$ cat src/rtl/booth_mac_unit.sv
// Radix-4 Booth multiply / multiply-accumulate unit that owns the HI/LO registers.
// MADD/MSUB are built only when BOOTH_MAC_ACC_EN is defined; otherwise every op behaves as MULT.
module booth_mac_unit #(
  parameter int W = 32
) (
  input  logic         clk,
  input  logic         reset,
  input  logic         start,
  input  logic         is_signed,
  input  logic [1:0]   op,
  input  logic [W-1:0] a,
  input  logic [W-1:0] b,
  input  logic         hi_wr,
  input  logic         lo_wr,
  input  logic [W-1:0] hilo_wdata,
  output logic         busy,
  output logic         done,
  output logic [W-1:0] hi,
  output logic [W-1:0] lo
);

  localparam int U  = W + 4;
  localparam int PW = U + W;
  localparam int CW = $clog2(W/2 + 1);

  typedef enum logic [1:0] {IDLE, ITER, FIX, WB} state_t;

  state_t          state, next_state;
  logic            accept;
  logic [W+1:0]    mcand;
  logic [W+2:0]    mq;
  logic [PW-1:0]   prod;
  logic [CW-1:0]   cnt;
  logic [2:0]      trip;
  logic [U-1:0]    m_ext, mag, pp, upper, sum;
  logic            neg;
  logic [2*W-1:0]  p_full, hilo_next;

  always_ff @(posedge clk) begin
    if (reset) state <= IDLE;
    else       state <= next_state;
  end

  always_comb begin
    next_state = state;
    accept     = 1'b0;
    case (state)
      IDLE: if (start) begin
        accept     = 1'b1;
        next_state = ITER;
      end
      ITER:    if (cnt == '0) next_state = FIX;
      FIX:     next_state = WB;
      WB:      next_state = IDLE;
      default: next_state = IDLE;
    endcase
  end

  assign busy = (state != IDLE);

  // Triplet always sits in mq[2:0]; after W/2 shifts it is {bext, bext, b[W-1]} for FIX.
  assign trip  = mq[2:0];
  assign m_ext = {{2{mcand[W+1]}}, mcand};

  always_comb begin
    mag = '0;
    neg = 1'b0;
    case (trip)
      3'b001, 3'b010: mag = m_ext;
      3'b011:         mag = {m_ext[U-2:0], 1'b0};
      3'b100: begin
        mag = {m_ext[U-2:0], 1'b0};
        neg = 1'b1;
      end
      3'b101, 3'b110: begin
        mag = m_ext;
        neg = 1'b1;
      end
      default: ;
    endcase
  end

  assign pp     = neg ? ~mag : mag;
  assign upper  = prod[PW-1:W];
  assign sum    = upper + pp + {{(U-1){1'b0}}, neg};
  assign p_full = prod[2*W-1:0];

`ifdef BOOTH_MAC_ACC_EN
  logic [1:0] op_q;

  always_ff @(posedge clk) begin
    if (reset)       op_q <= 2'b00;
    else if (accept) op_q <= op;
  end

  always_comb begin
    case (op_q)
      2'b01:   hilo_next = {hi, lo} + p_full;
      2'b10:   hilo_next = {hi, lo} - p_full;
      default: hilo_next = p_full;
    endcase
  end
`else
  logic unused_op;
  assign unused_op = ^op;
  assign hilo_next = p_full;
`endif

  always_ff @(posedge clk) begin
    if (reset) begin
      prod  <= '0;
      mcand <= '0;
      mq    <= '0;
      cnt   <= '0;
      hi    <= '0;
      lo    <= '0;
      done  <= 1'b0;
    end else begin
      done <= (state == WB);
      case (state)
        IDLE: begin
          if (hi_wr) hi <= hilo_wdata;
          if (lo_wr) lo <= hilo_wdata;
          if (accept) begin
            mcand <= {{2{is_signed & a[W-1]}}, a};
            mq    <= {{2{is_signed & b[W-1]}}, b, 1'b0};
            prod  <= '0;
            cnt   <= CW'(W/2 - 1);
          end
        end
        ITER: begin
          prod <= {{2{sum[U-1]}}, sum, prod[W-1:2]};
          mq   <= {2'b00, mq[W+2:2]};
          cnt  <= cnt - 1'b1;
        end
        // Last digit lands at weight 2^W without a shift, so the low W bits are final.
        FIX: prod <= {sum, prod[W-1:0]};
        WB:  {hi, lo} <= hilo_next;
        default: ;
      endcase
    end
  end

endmodule

$ cat config.mk
export PLATFORM = sky130hd
export DESIGN_NAME = booth_mac_unit
export DESIGN_NICKNAME = d
export VERILOG_FILES = /design/src/rtl/booth_mac_unit.sv
export SDC_FILE = /design/constraint.sdc
export NUM_CORES = 1
export LEC_CHECK = 0
export BUFFER_PORTS_ARGS = -buffer_cell sky130_fd_sc_hd__buf_2
export CAP_MARGIN = 20
export CORE_ASPECT_RATIO = 1.25
export CORE_MARGIN = 10
export CORE_UTILIZATION = 35
export DETAILED_ROUTE_END_ITERATION = 16
export HOLD_SLACK_MARGIN = 0.06
export PLACE_DENSITY = 0.61
export SYNTH_ARGS = -nofsm -noshare
export SYNTH_HDL_FRONTEND = slang
export SYNTH_SLANG_ARGS = --single-unit
$ cat constraint.sdc
create_clock -name clk -period 6 [get_ports clk]
set_input_delay 0.6 -clock clk [delete_from_list [all_inputs] [get_ports clk]]
set_output_delay 0.6 -clock clk [all_outputs]
set_load 0.01 [all_outputs]
==> metrics.md, run 1 <==
| Metric | Value |
|---|---|
| Clock Skews | 10.8 ps |
| Share of synthesized flip-flops with an asynchronous set or reset | 0 |
| Average wire length per cell after detail routing | 16.8 µm |
| FF+latch count, synth | 207 |
| Count of buffers from port buffering | 167 |
| Clock-pin slew reported for the worst setup and hold paths after clock tree synthesis | 60 ps |
| Fraction of final layout cells sized beyond drive strength 1 | 0.159 |
| Relative max-transition margin | 0.314 |
| Minimum clock period after layout | 4500 ps |
| Mapped Avg Cell Area | 7.97 µm² |
| Deepest clock path buffer count | 3 |
| Fraction of power consumed by combinational cells | 0.469 |
| Library cells used by synthesis | 65 |
| Setup repair bufs after CTS | 0 |
| Clock insertion delay at the later pin of the skew report | 530 ps |
| Highest clock frequency the design can meet | 0.222 GHz |
| Clock tree from TritonCTS | yes |
| Path class of the lowest-slack min-delay path | primary input to register |
| Total number of yosys warnings | 0 |
| Detailed-placement wirelength estimate | 23,700 µm |
| Post-synth top flop | dfxtp_1 |
| Number of clock buffers inserted by TritonCTS | 22 |
| Count of pins over their slew limit | 0 |
| Via count of the first global-routing pass | 9,893 |
| Floorplan core area | 0.0318 mm² |
| Via density per instance | 5.27 |
| Kind of end point of the critical path | register |
| Clock tree root buffer cell | clkbuf_16 |
| EDFF count, synth | 0 |
| Synthesis-to-finish area growth | 16.4% |
| Dpl ws | 1570 ps |
| Post-Route Setup TNS | 0 ps |
| Setup CP Type | register to register |
| Number of routed nets with antenna violations | 0 |
| Hold_buf cts | 0 |
| Leading area contributor after synthesis | dfxtp_1 |
| Leading cell types by total area after synthesis | dfxtp_1 37%, a21oi_1 7.6%, a211oi_1 6.8% |
| Leak Pwr | 5.54 nW |
| Switching pwr | 2.69 mW |
| Synthesized Nets | 1,557 |
| Result of the run | finished clean |
| Worst VDD drop | 0.254 mV |
| Part of the power in the clock network | 0.218 |
| Fraction of the cycle the final worst path needs | 0.750 |
| Max-cap violations | 0 |
| Last weighted congestion value of the routability-driven placer | 0.871 |
| Ratio of total power to cell area | 480 mW/mm² |
| RSZ-0062 raised after global routing | no |
| Total iterations of the first detailed-routing run | 5 |
| Transition time at the pin with the least slew margin | 1030 ps |
| Largest net degree at the start of global routing | 113 |
| Depth of the CTS H-tree | 1 |
| Initial core utilization | 0.354 |
| Final count of negative-setup-slack endpoints | 0 |
| Global-route wire length before repair | 52,000 µm |
| Overall routing resource usage | 0.155 |
| Number of instances in the synthesized netlist | 1,410 |
| Via total after detailed routing | 10,200 |
| Count of endpoints failing hold in the final timing report | 0 |
| Synthesized cell area | 0.0112 mm² |
| DRC violation count after routing | 0 |
| Design internal power | 3.59 mW |
| Grt total ovfl | 0 |
| Proportion of total power due to net switching | 0.429 |
| Post-cts resize count | 0 |
| Die Wd | 180 µm |
| Total inserted antenna cells | 0 |
| Number of clock sinks seen by CTS | 207 |
| Number of ports placed on the die boundary | 170 |
| Worst path setup slack after routing | 1500 ps |
| DR iter-0 viols | 611 |
| Final layout net count | 1,655 |
| Die H | 220 µm |
| Share of the synthesized area in the top cell type | 0.369 |
| Critical-path maximum fanout | 39 |
| Floorplan row count | 73 |
| Sequential group share of total power | 0.313 |
| Share of the yosys chip area belonging to registers | 0.369 |
| Antenna violations before repair | 2 |
| Critical Path AT | 4900 ps |
| Required @ worst endpoint | 6400 ps |
| Overall die area | 0.0397 mm² |
| Crit path launch type | register |
| Wire length after detailed routing | 32,600 µm |
-- synthesized netlist by cell type (5+ instances only) --
| library cell | number |
|---|---|
| a21oi_1 | 170 |
| a211oi_1 | 102 |
| nor2b_1 | 40 |
| and3_1 | 7 |
| a221o_1 | 33 |
| xnor2_1 | 17 |
| a31oi_1 | 5 |
| buf_1 | 7 |
| dfxtp_1 | 207 |
| and2_1 | 8 |
| clkbuf_1 | 98 |
| nor2_1 | 186 |
| ha_1 | 42 |
| o211ai_1 | 6 |
| a22oi_1 | 27 |
| xor2_1 | 48 |
| a2bb2oi_1 | 6 |
| or2_2 | 5 |
| mux2i_1 | 31 |
| nand3_1 | 44 |
| nand2_1 | 158 |
| nand4_1 | 5 |
| inv_1 | 16 |
| a21o_1 | 20 |
| nor3_1 | 8 |
| o21ai_0 | 36 |
-- through the flow --
step / cells / utilization / hold slack [ps] / instance area (µm²) / total power [mW]
floorplan: 1410 / - / 432 / 11200 / 4.12
global placement: 1895 / 0.389 / 442 / 12300 / 4.87
detailed placement: 1895 / 0.389 / 449 / 12300 / 4.92
CTS: 1934 / 0.411 / 289 / 13100 / 6.30
global route: 1935 / 0.412 / 314 / 13100 / 6.75
finish: 1935 / 0.412 / 311 / 13100 / 6.28
-- cell usage in the layout (no fill, tap or decap), drive strengths merged, types with 3 or more instances in the layout --
cell,count
dfxtp,207
o21ai,39
nand2b,4
nand4,5
a2111oi,3
nor4,3
xnor2,17
nor3,8
a31oi,6
a21oi,171
a21boi,4
inv,17
buf,181
nand3,44
nand2,158
o31ai,4
and2,8
a221o,33
a211o,3
clkinv,4
or2,5
a2bb2oi,6
ha,42
a311oi,4
o21bai,4
clkbuf,33
nor2b,40
a211oi,104
mux2i,31
a21o,21
o2111ai,3
a22oi,27
nor2,186
xor2,48
and3,7
nor3b,4
o211ai,7
o21a,4
o221ai,4
-- sequential cells by signal (all words and copies together), names as in the netlist --
register	cells
cnt	5
state	2
lo	32
mcand	33
mq	34
prod	68
done	1
hi	32
-- layout make-up --
class | instances | area (µm²)
clock inverter | 6 | 62.6
multi-input combinational | 1080 | 6690
fill | 3281 | 18700
clock buffer | 33 | 653
sequential | 207 | 4150
tap | 412 | 515
timing repair buffer | 181 | 967
inverter | 16 | 60.1
-- metal layers --
metal / wire [µm] / share of wire / global-route usage / up-vias
met5: 27 / 0.00083 / 0 / -
met4: 482 / 0.015 / 0.0367 / 4
met3: 1630 / 0.050 / 0.0266 / 30
li1: - / - / - / 5287
met2: 14800 / 0.46 / 0.258 / 234
met1: 15600 / 0.48 / 0.205 / 4645
-- path summary, 6_finish.rpt --
| path | from | to | slack [ps] | cells after the start |
|---|---|---|---|---|
| setup / recovery | mq[2] | prod[64] | 1500 | 13 |
| hold / removal | a[13] | mcand[13] | 310 | 3 |
| hold reg to reg | prod[1] | prod[1] | 460 | 2 |
| setup reg to reg | mq[2] | prod[64] | 1500 | 13 |
-- power by group through the flow --
| stage | Clock, mW | Combinational, mW | Sequential [mW] |
|---|---|---|---|
| floorplan | 0 | 2.17 | 1.95 |
| global placement | 0 | 2.88 | 1.99 |
| detailed placement | 0 | 2.92 | 2.00 |
| CTS | 1.40 | 2.93 | 1.97 |
| global route | 1.45 | 3.28 | 2.02 |
| finish | 1.37 | 2.94 | 1.97 |
-- kinds of logic after synthesis --
logic type                 share of synthesized area
muxes                                         0.0276
AOI/OAI and AO/OA                              0.277
buffers and inverters                         0.0413
and+or+nand+nor                                0.186
xor gates and xnor gates                      0.0506
DFF                                            0.369
adders and majority gates                     0.0485
-- critical path, stage by stage (launching register included) --
cell       delay (ps)
dfxtp_2           980
nor2_2             70
buf_4             260
a221o_1           440
fa_1              450
and3_1            210
o2111ai_1         360
nand3_1           200
a221oi_2          310
or2_2             190
o21ai_1           140
a311oi_1          410
xor2_1            220
o211ai_1          100
Power figures use the tool's default switching activity.
==> run 2, diff against run 1 <==
- PLACE_DENSITY: 0.61 -> 0.63
- clock period: 6 -> 4 ns (I/O delays scaled with it)
==> metrics.md, run 2 (synthesis results as in run 1) <==
| Metric | Value |
|---|---|
| Result of the run | finished clean |
| Kind of end point of the critical path | register |
| Transition time at the pin with the least slew margin | 955 ps (-74.0 ps) |
| Total non-filler cell area in the finished layout | 0.0132 mm² (+0.56%) |
| Global routing's busiest layer | met2 |
| Ratio of total power to cell area | 710 mW/mm² (+48%) |
| Final layout net count | 1,667 (+0.73%) |
| Leak Pwr | 5.58 nW (+0.72%) |
| Number of flip-flops under the largest register name | 68 (unchanged) |
| Global-route wire length before repair | 52,200 µm (+0.40%) |
| Overall die area | 0.0397 mm² (unchanged) |
| Most common library cell in the layout ignoring fill and taps | dfxtp_1 |
| Last weighted congestion value of the routability-driven placer | 0.878 (+0.77%) |
| Depth of the CTS H-tree | 1 (unchanged) |
| Initial core utilization | 0.354 (unchanged) |
| Largest net degree at the start of global routing | 98 (-13%) |
| Clock insertion delay at the later pin of the skew report | 490 ps (-40 ps) |
| Critical-path maximum fanout | 31 (-21%) |
| Clock tree from TritonCTS | yes |
| Antenna violations before repair | 2 (unchanged) |
| GR Util met1 | 0.207 (+0.00151) |
| Detailed-placement wirelength estimate | 24,100 µm (+1.6%) |
| Slowest Stage Delay on Critical Path | 450 ps (-530 ps) |
| GR met2 Demand/Resource | 0.251 (-0.00643) |
| Area post-placement | 0.0125 mm² (+1.1%) |
| Relative max-transition margin | 0.364 (+0.0501) |
| Synthesis-to-finish area growth | 17.1% |
| Floorplan core area | 0.0318 mm² (unchanged) |
| Combined buffer and inverter count along the critical path | 1 (unchanged) |
| Most flops, register | prod |
| Grt total ovfl | 0 (unchanged) |
| DR iter-0 viols | 771 (+26%) |
| Largest registers ranked by flip-flop count | prod: 68 flops, mq: 34 flops, mcand: 33 flops |
| Floorplan row count | 73 (unchanged) |
| Clock tree root buffer cell | clkbuf_16 |
| Largest delay contributor family on the critical path | compound AO/OA/AOI/OAI gates |
| Count of endpoints failing hold in the final timing report | 0 (unchanged) |
| Final count of negative-setup-slack endpoints | 0 (unchanged) |
| Required @ worst endpoint | 4370 ps (-2030 ps) |
| Total iterations of the first detailed-routing run | 5 (unchanged) |
| Overall routing resource usage | 0.154 (-0.00115) |
| Number of clock sinks seen by CTS | 207 (unchanged) |
| Setup CP Type | register to register |
| Via count of the first global-routing pass | 10,000 (+1.5%) |
| Layout fillers | 3,300 (+0.58%) |
| Dpl ws | 127 ps (-1440 ps) |
| Hold_buf cts | 0 (unchanged) |
| Die H | 220 µm (unchanged) |
| Crit path launch type | register |
| Post-Route Setup TNS | 0 ps (unchanged) |
| Worst VDD drop | 0.397 mV (+56%) |
| Clock-pin slew reported for the worst setup and hold paths after clock tree synthesis | 60 ps (about the same) |
| Count of buffers from port buffering | 167 (unchanged) |
| Via density per instance | 5.33 (+1.1%) |
| RSZ-0062 raised after global routing | no |
| Cell with the largest stage delay on the worst path | dfxtp_2 |
| Number of routed nets with antenna violations | 0 (unchanged) |
| Critical path, cell by cell | buf_12, xor2_1, a221o_1, fa_1, and3_1, o2111ai_1, nand3_1, a221oi_2, or2_2, o21ai_1, a311oi_1, xor2_1, o211ai_1 |
| Number of ports placed on the die boundary | 170 (unchanged) |
| Average wire length per cell after detail routing | 16.6 µm (-1.7%) |
| Worst path most repeated cell | xor2_1 |
| GR met3 Demand/Resource | 0.0234 (-0.00327) |
| Minimum clock period after layout | 3710 ps (-788 ps) |
| Wire length after detailed routing | 32,200 µm (-1.1%) |
| Die Wd | 180 µm (unchanged) |
| Leading cell types in the layout, fill and taps excluded | 206 x dfxtp_1, 183 x nor2_1, 169 x a21oi_1 |
| Deepest clock path buffer count | 3 (unchanged) |
| Clock Skews | 6.99 ps (-3.83 ps) |
| Number of clock buffers inserted by TritonCTS | 21 (-4.5%) |
| Fraction of the cycle the final worst path needs | 0.928 (+0.178) |
| Path class of the lowest-slack min-delay path | primary input to register |
| Total design power | 9.34 mW (+49%) |
| DRC violation count after routing | 0 (unchanged) |
| Critical Path AT | 4080 ps (-820 ps) |
| Via total after detailed routing | 10,400 (+1.7%) |
| Worst path setup slack after routing | 287 ps (-1210 ps) |
| Max-cap violations | 0 (unchanged) |
| Fraction of final layout cells sized beyond drive strength 1 | 0.168 (+0.00864) |
| Highest clock frequency the design can meet | 0.269 GHz (+21%) |
| Count of pins over their slew limit | 0 (unchanged) |
run 2: cell types whose count changed in the layout (fill, tap and decap cells not counted), moves of 2 or more:
cell / before / now
clkbuf_8: 4 / 2
buf_4: 13 / 22
clkinv_2: 3 / 6
clkbuf_16: 23 / 21
clkinvlp_4: 0 / 2
buf_12: 0 / 2
run 2: worst register-to-register path: stages, from the launching register on:
cell,delay (ps)
dfxtp_2,450
buf_12,260
xor2_1,100
a221o_1,370
fa_1,430
and3_1,200
o2111ai_1,320
nand3_1,150
a221oi_2,320
or2_2,190
o21ai_1,120
a311oi_1,350
xor2_1,210
o211ai_1,100
run 2: cell type report:
cell class / instances / area, µm² / area share
clock buffer: 28 / 572 / 0.0434
antenna: 1 / 2.50 / 0.000190
multi-input combinational: 1080 / 6700 / 0.509
timing repair buffer: 194 / 1110 / 0.0846
clock inverter: 9 / 53.8 / 0.00409
tap: 412 / 515 / 0.0392
inverter: 16 / 60.1 / 0.00456
sequential: 207 / 4150 / 0.315
run 2: final timing paths:
check	from	endpoint	slack (ps)	cells past startpoint
setup / recovery	mq[2]	prod[64]	290	13
hold / removal	a[30]	mcand[30]	140	3
setup reg to reg	mq[2]	prod[64]	290	13
hold reg to reg	prod[1]	prod[1]	450	2
run 2: power breakdown:
part	switching, mW	internal (mW)	total (mW)
Combinational	2.86	1.75	4.61
Clock	0.819	1.01	1.83
Sequential	0.352	2.55	2.90
Total	4.03	5.31	9.34
run 2: stage by stage:
step / std cells / util / hold slack [ps]
after floorplan: 1410 / - / 432
after global placement: 1906 / 0.392 / 441
after detailed placement: 1907 / 0.393 / 446
after CTS: 1944 / 0.412 / 130
after global routing: 1947 / 0.414 / 131
final: 1947 / 0.414 / 144
run 2: routing by layer:
| metal | vias to the layer above | routed length (µm) |
|---|---|---|
| li1 | 5307 | - |
| met1 | 4789 | 15500 |
| met2 | 229 | 14600 |
| met3 | 45 | 1450 |
| met4 | 2 | 674 |
| met5 | - | 17 |
run 2: timing repair:
item	CTS	global route
endpoints found under the hold margin	0	0
setup buffers	0	1
gates resized for setup	0	7
endpoints found under the setup margin	0	11
==> run 3, diff against run 2 <==
- CELL_PAD_IN_SITES_DETAIL_PLACEMENT: default -> 0
- CELL_PAD_IN_SITES_GLOBAL_PLACEMENT: default -> 2
- CORE_UTILIZATION: 35 -> 30
- HOLD_SLACK_MARGIN: 0.06 -> 0.05
- PLACE_DENSITY: 0.63 -> 0.84
==> metrics.md, run 3 (synthesis results as in run 1) <==
| Metric | Value |
|---|---|
| Max-cap violations | 0 (unchanged) |
| Via count of the first global-routing pass | 9,839 (-2.0%) |
| Most flops, register | prod |
| Last weighted congestion value of the routability-driven placer | 0.849 (-3.3%) |
| Detailed-placement wirelength estimate | 25,500 µm (+6.1%) |
| Sink of the worst hold path | mcand[0] |
| Number of logic stages on the critical path including buffering | 13 (unchanged) |
| Number of ports placed on the die boundary | 170 (unchanged) |
| Setup CP Type | register to register |
| Leading cell types in the layout, fill and taps excluded | 206 x dfxtp_1, 183 x nor2_1, 170 x a21oi_1 |
| Final Non-Filler Cells | 2,022 (+3.9%) |
| Total design power | 9.64 mW (+3.2%) |
| DR iter-0 viols | 512 (-34%) |
| Kind of end point of the critical path | register |
| Slowest Stage Delay on Critical Path | 510 ps (+60 ps) |
| Minimum clock period after layout | 3680 ps (-32.0 ps) |
| Global-route wire length before repair | 53,800 µm (+3.2%) |
| RSZ-0062 raised after global routing | no |
| Combined buffer and inverter count along the critical path | 1 (unchanged) |
| Die Wd | 193 µm (+7.1%) |
| Leak Pwr | 5.64 nW (+1.1%) |
| Die H | 236 µm (+7.3%) |
| Sequential cell area | 0.00415 mm² (unchanged) |
| Total iterations of the first detailed-routing run | 5 (unchanged) |
| Ratio of total power to cell area | 720 mW/mm² (+1.4%) |
| Setup repair bufs after CTS | 0 (unchanged) |
| Register-to-register setup slack | 320 ps (+30 ps) |
| Layout fillers | 4,003 (+21%) |
| Result of the run | finished clean |
| Count of buffers from port buffering | 167 (unchanged) |
| Via density per instance | 5.06 (-5.1%) |
| Largest delay contributor family on the critical path | compound AO/OA/AOI/OAI gates |
| Number of clock buffers inserted by TritonCTS | 23 (+9.5%) |
| Crit path launch type | register |
| Fraction of the cycle the final worst path needs | 0.920 (-0.00800) |
| Number of clock sinks seen by CTS | 207 (unchanged) |
| Critical path, cell by cell | nor2_2, buf_4, a221o_1, ha_1, a21o_1, a211oi_1, nand3_1, a221oi_2, or2_2, o21ai_1, a311oi_2, xor2_1, o211ai_1 |
| Via total after detailed routing | 10,200 (-1.4%) |
| Origin of the critical flop-to-flop path | mq[2] |
| Transition time at the pin with the least slew margin | 689 ps (-266 ps) |
| Overall routing resource usage | 0.143 (-0.0110) |
| Clock Skews | 10.8 ps (+3.84 ps) |
| Fraction of final layout cells sized beyond drive strength 1 | 0.167 (about the same) |
| Average wire length per cell after detail routing | 16.9 µm (+1.9%) |
| Grt total ovfl | 0 (unchanged) |
| Path class of the lowest-slack min-delay path | primary input to register |
| Post-Route Setup TNS | 0 ps (unchanged) |
| Worst Setup SP | mq[2] |
| Relative max-transition margin | 0.536 (+0.172) |
| Area taken by multi-input logic gates | 0.00671 mm² (+0.15%) |
| Highest clock frequency the design can meet | 0.272 GHz (+0.87%) |
| Count of endpoints failing hold in the final timing report | 0 (unchanged) |
| Worst VDD drop | 0.451 mV (+14%) |
| Depth of the CTS H-tree | 1 (unchanged) |
| Worst Hold Launch | a[0] |
| Critical Path AT | 4070 ps (about the same) |
| Number of routed nets with antenna violations | 0 (unchanged) |
| Final Core Density | 0.360 (-0.0539) |
| Antenna violations before repair | 3 (+1) |
| Deepest clock path buffer count | 3 (unchanged) |
| Clock tree from TritonCTS | yes |
| Largest net degree at the start of global routing | 130 (+33%) |
| Wire length after detailed routing | 34,100 µm (+5.8%) |
| Hold_buf cts | 0 (unchanged) |
| Floorplan core area | 0.0372 mm² (+17%) |
| Synthesis-to-finish area growth | 19.1% |
| Most common library cell in the layout ignoring fill and taps | dfxtp_1 |
| RR Endpoint | prod[64] |
| Overall die area | 0.0457 mm² (+15%) |
| Clock-pin slew reported for the worst setup and hold paths after clock tree synthesis | 60 ps (about the same) |
| Post-cts resize count | 0 (unchanged) |
| Floorplan row count | 79 (+8.2%) |
| Dpl ws | 178 ps (+51.3 ps) |
| Initial core utilization | 0.303 (-0.0512) |
| Final count of negative-setup-slack endpoints | 0 (unchanged) |
| Final layout net count | 1,670 (+0.18%) |
| Post-placement cell count | 1,984 (+4.0%) |
| Number of flip-flops under the largest register name | 68 (unchanged) |
| Critical-path maximum fanout | 20 (-35%) |
| Cell with the largest stage delay on the worst path | dfxtp_2 |
| Clock insertion delay at the later pin of the skew report | 510 ps (+20 ps) |
| Clock tree root buffer cell | clkbuf_16 |
| DRC violation count after routing | 0 (unchanged) |
| Required @ worst endpoint | 4380 ps (about the same) |
| Count of pins over their slew limit | 0 (unchanged) |
| Number of cell instances on the worst register-to-register path | 13 (unchanged) |
| Largest registers ranked by flip-flop count | prod: 68 flops, mq: 34 flops, mcand: 33 flops |
| Worst path setup slack after routing | 319 ps (+32.0 ps) |
| Number of cells on the worst hold path | 3 (unchanged) |
-- run 3: changes by cell type in the layout (fill, tap and decap cells not counted), moves of 2 or more --
cell and change:
clkbuf_16 +2, clkinv_2 -4, buf_12 +2, clkinvlp_4 -2
bufinv_16 +2
-- run 3: tightest hold or removal path, stage by stage --
cell	delay, ps
buf_2	100
nand2_1	50
a21oi_1	50
-- run 3: per-layer routing --
layer,vias up,routed length [µm],global-route usage,share of wire
li1,5313,-,-,-
met1,4677,16600,0.201,0.49
met2,190,15100,0.225,0.44
met3,38,1760,0.0203,0.052
met4,4,520,0.0325,0.015
met5,-,27,0,0.00079
-- run 3: report_power, final --
group / switching, mW / total, mW / internal, mW
combinational: 2.89 / 4.65 / 1.76
clock: 0.849 / 2.08 / 1.24
sequential: 0.355 / 2.90 / 2.55
total: 4.09 / 9.64 / 5.54
-- run 3: area by class of cell --
type / count / area share
clock buffer: 32 / 0.0477
sequential: 207 / 0.310
inverter: 16 / 0.00449
timing repair buffer: 195 / 0.0853
antenna: 1 / 0.000187
clock inverter: 5 / 0.00589
tap: 486 / 0.0454
multi-input combinational: 1080 / 0.501
-- run 3: how the worst max path moves through the flow --
| stage | end | slack [ps] |
|---|---|---|
| floorplan | prod[64] | 250 |
| global placement | prod[62] | 160 |
| detailed placement | prod[64] | 180 |
| CTS | prod[64] | 140 |
| global route | prod[65] | 20 |
| finish | prod[64] | 320 |
-- run 3: through the flow --
stage / hold WS (ps) / instance area, µm²
finish: 126 / 13400
detailed placement: 447 / 12600
global placement: 443 / 12600
global route: 128 / 13400
floorplan: 432 / 11200
CTS: 100 / 13400
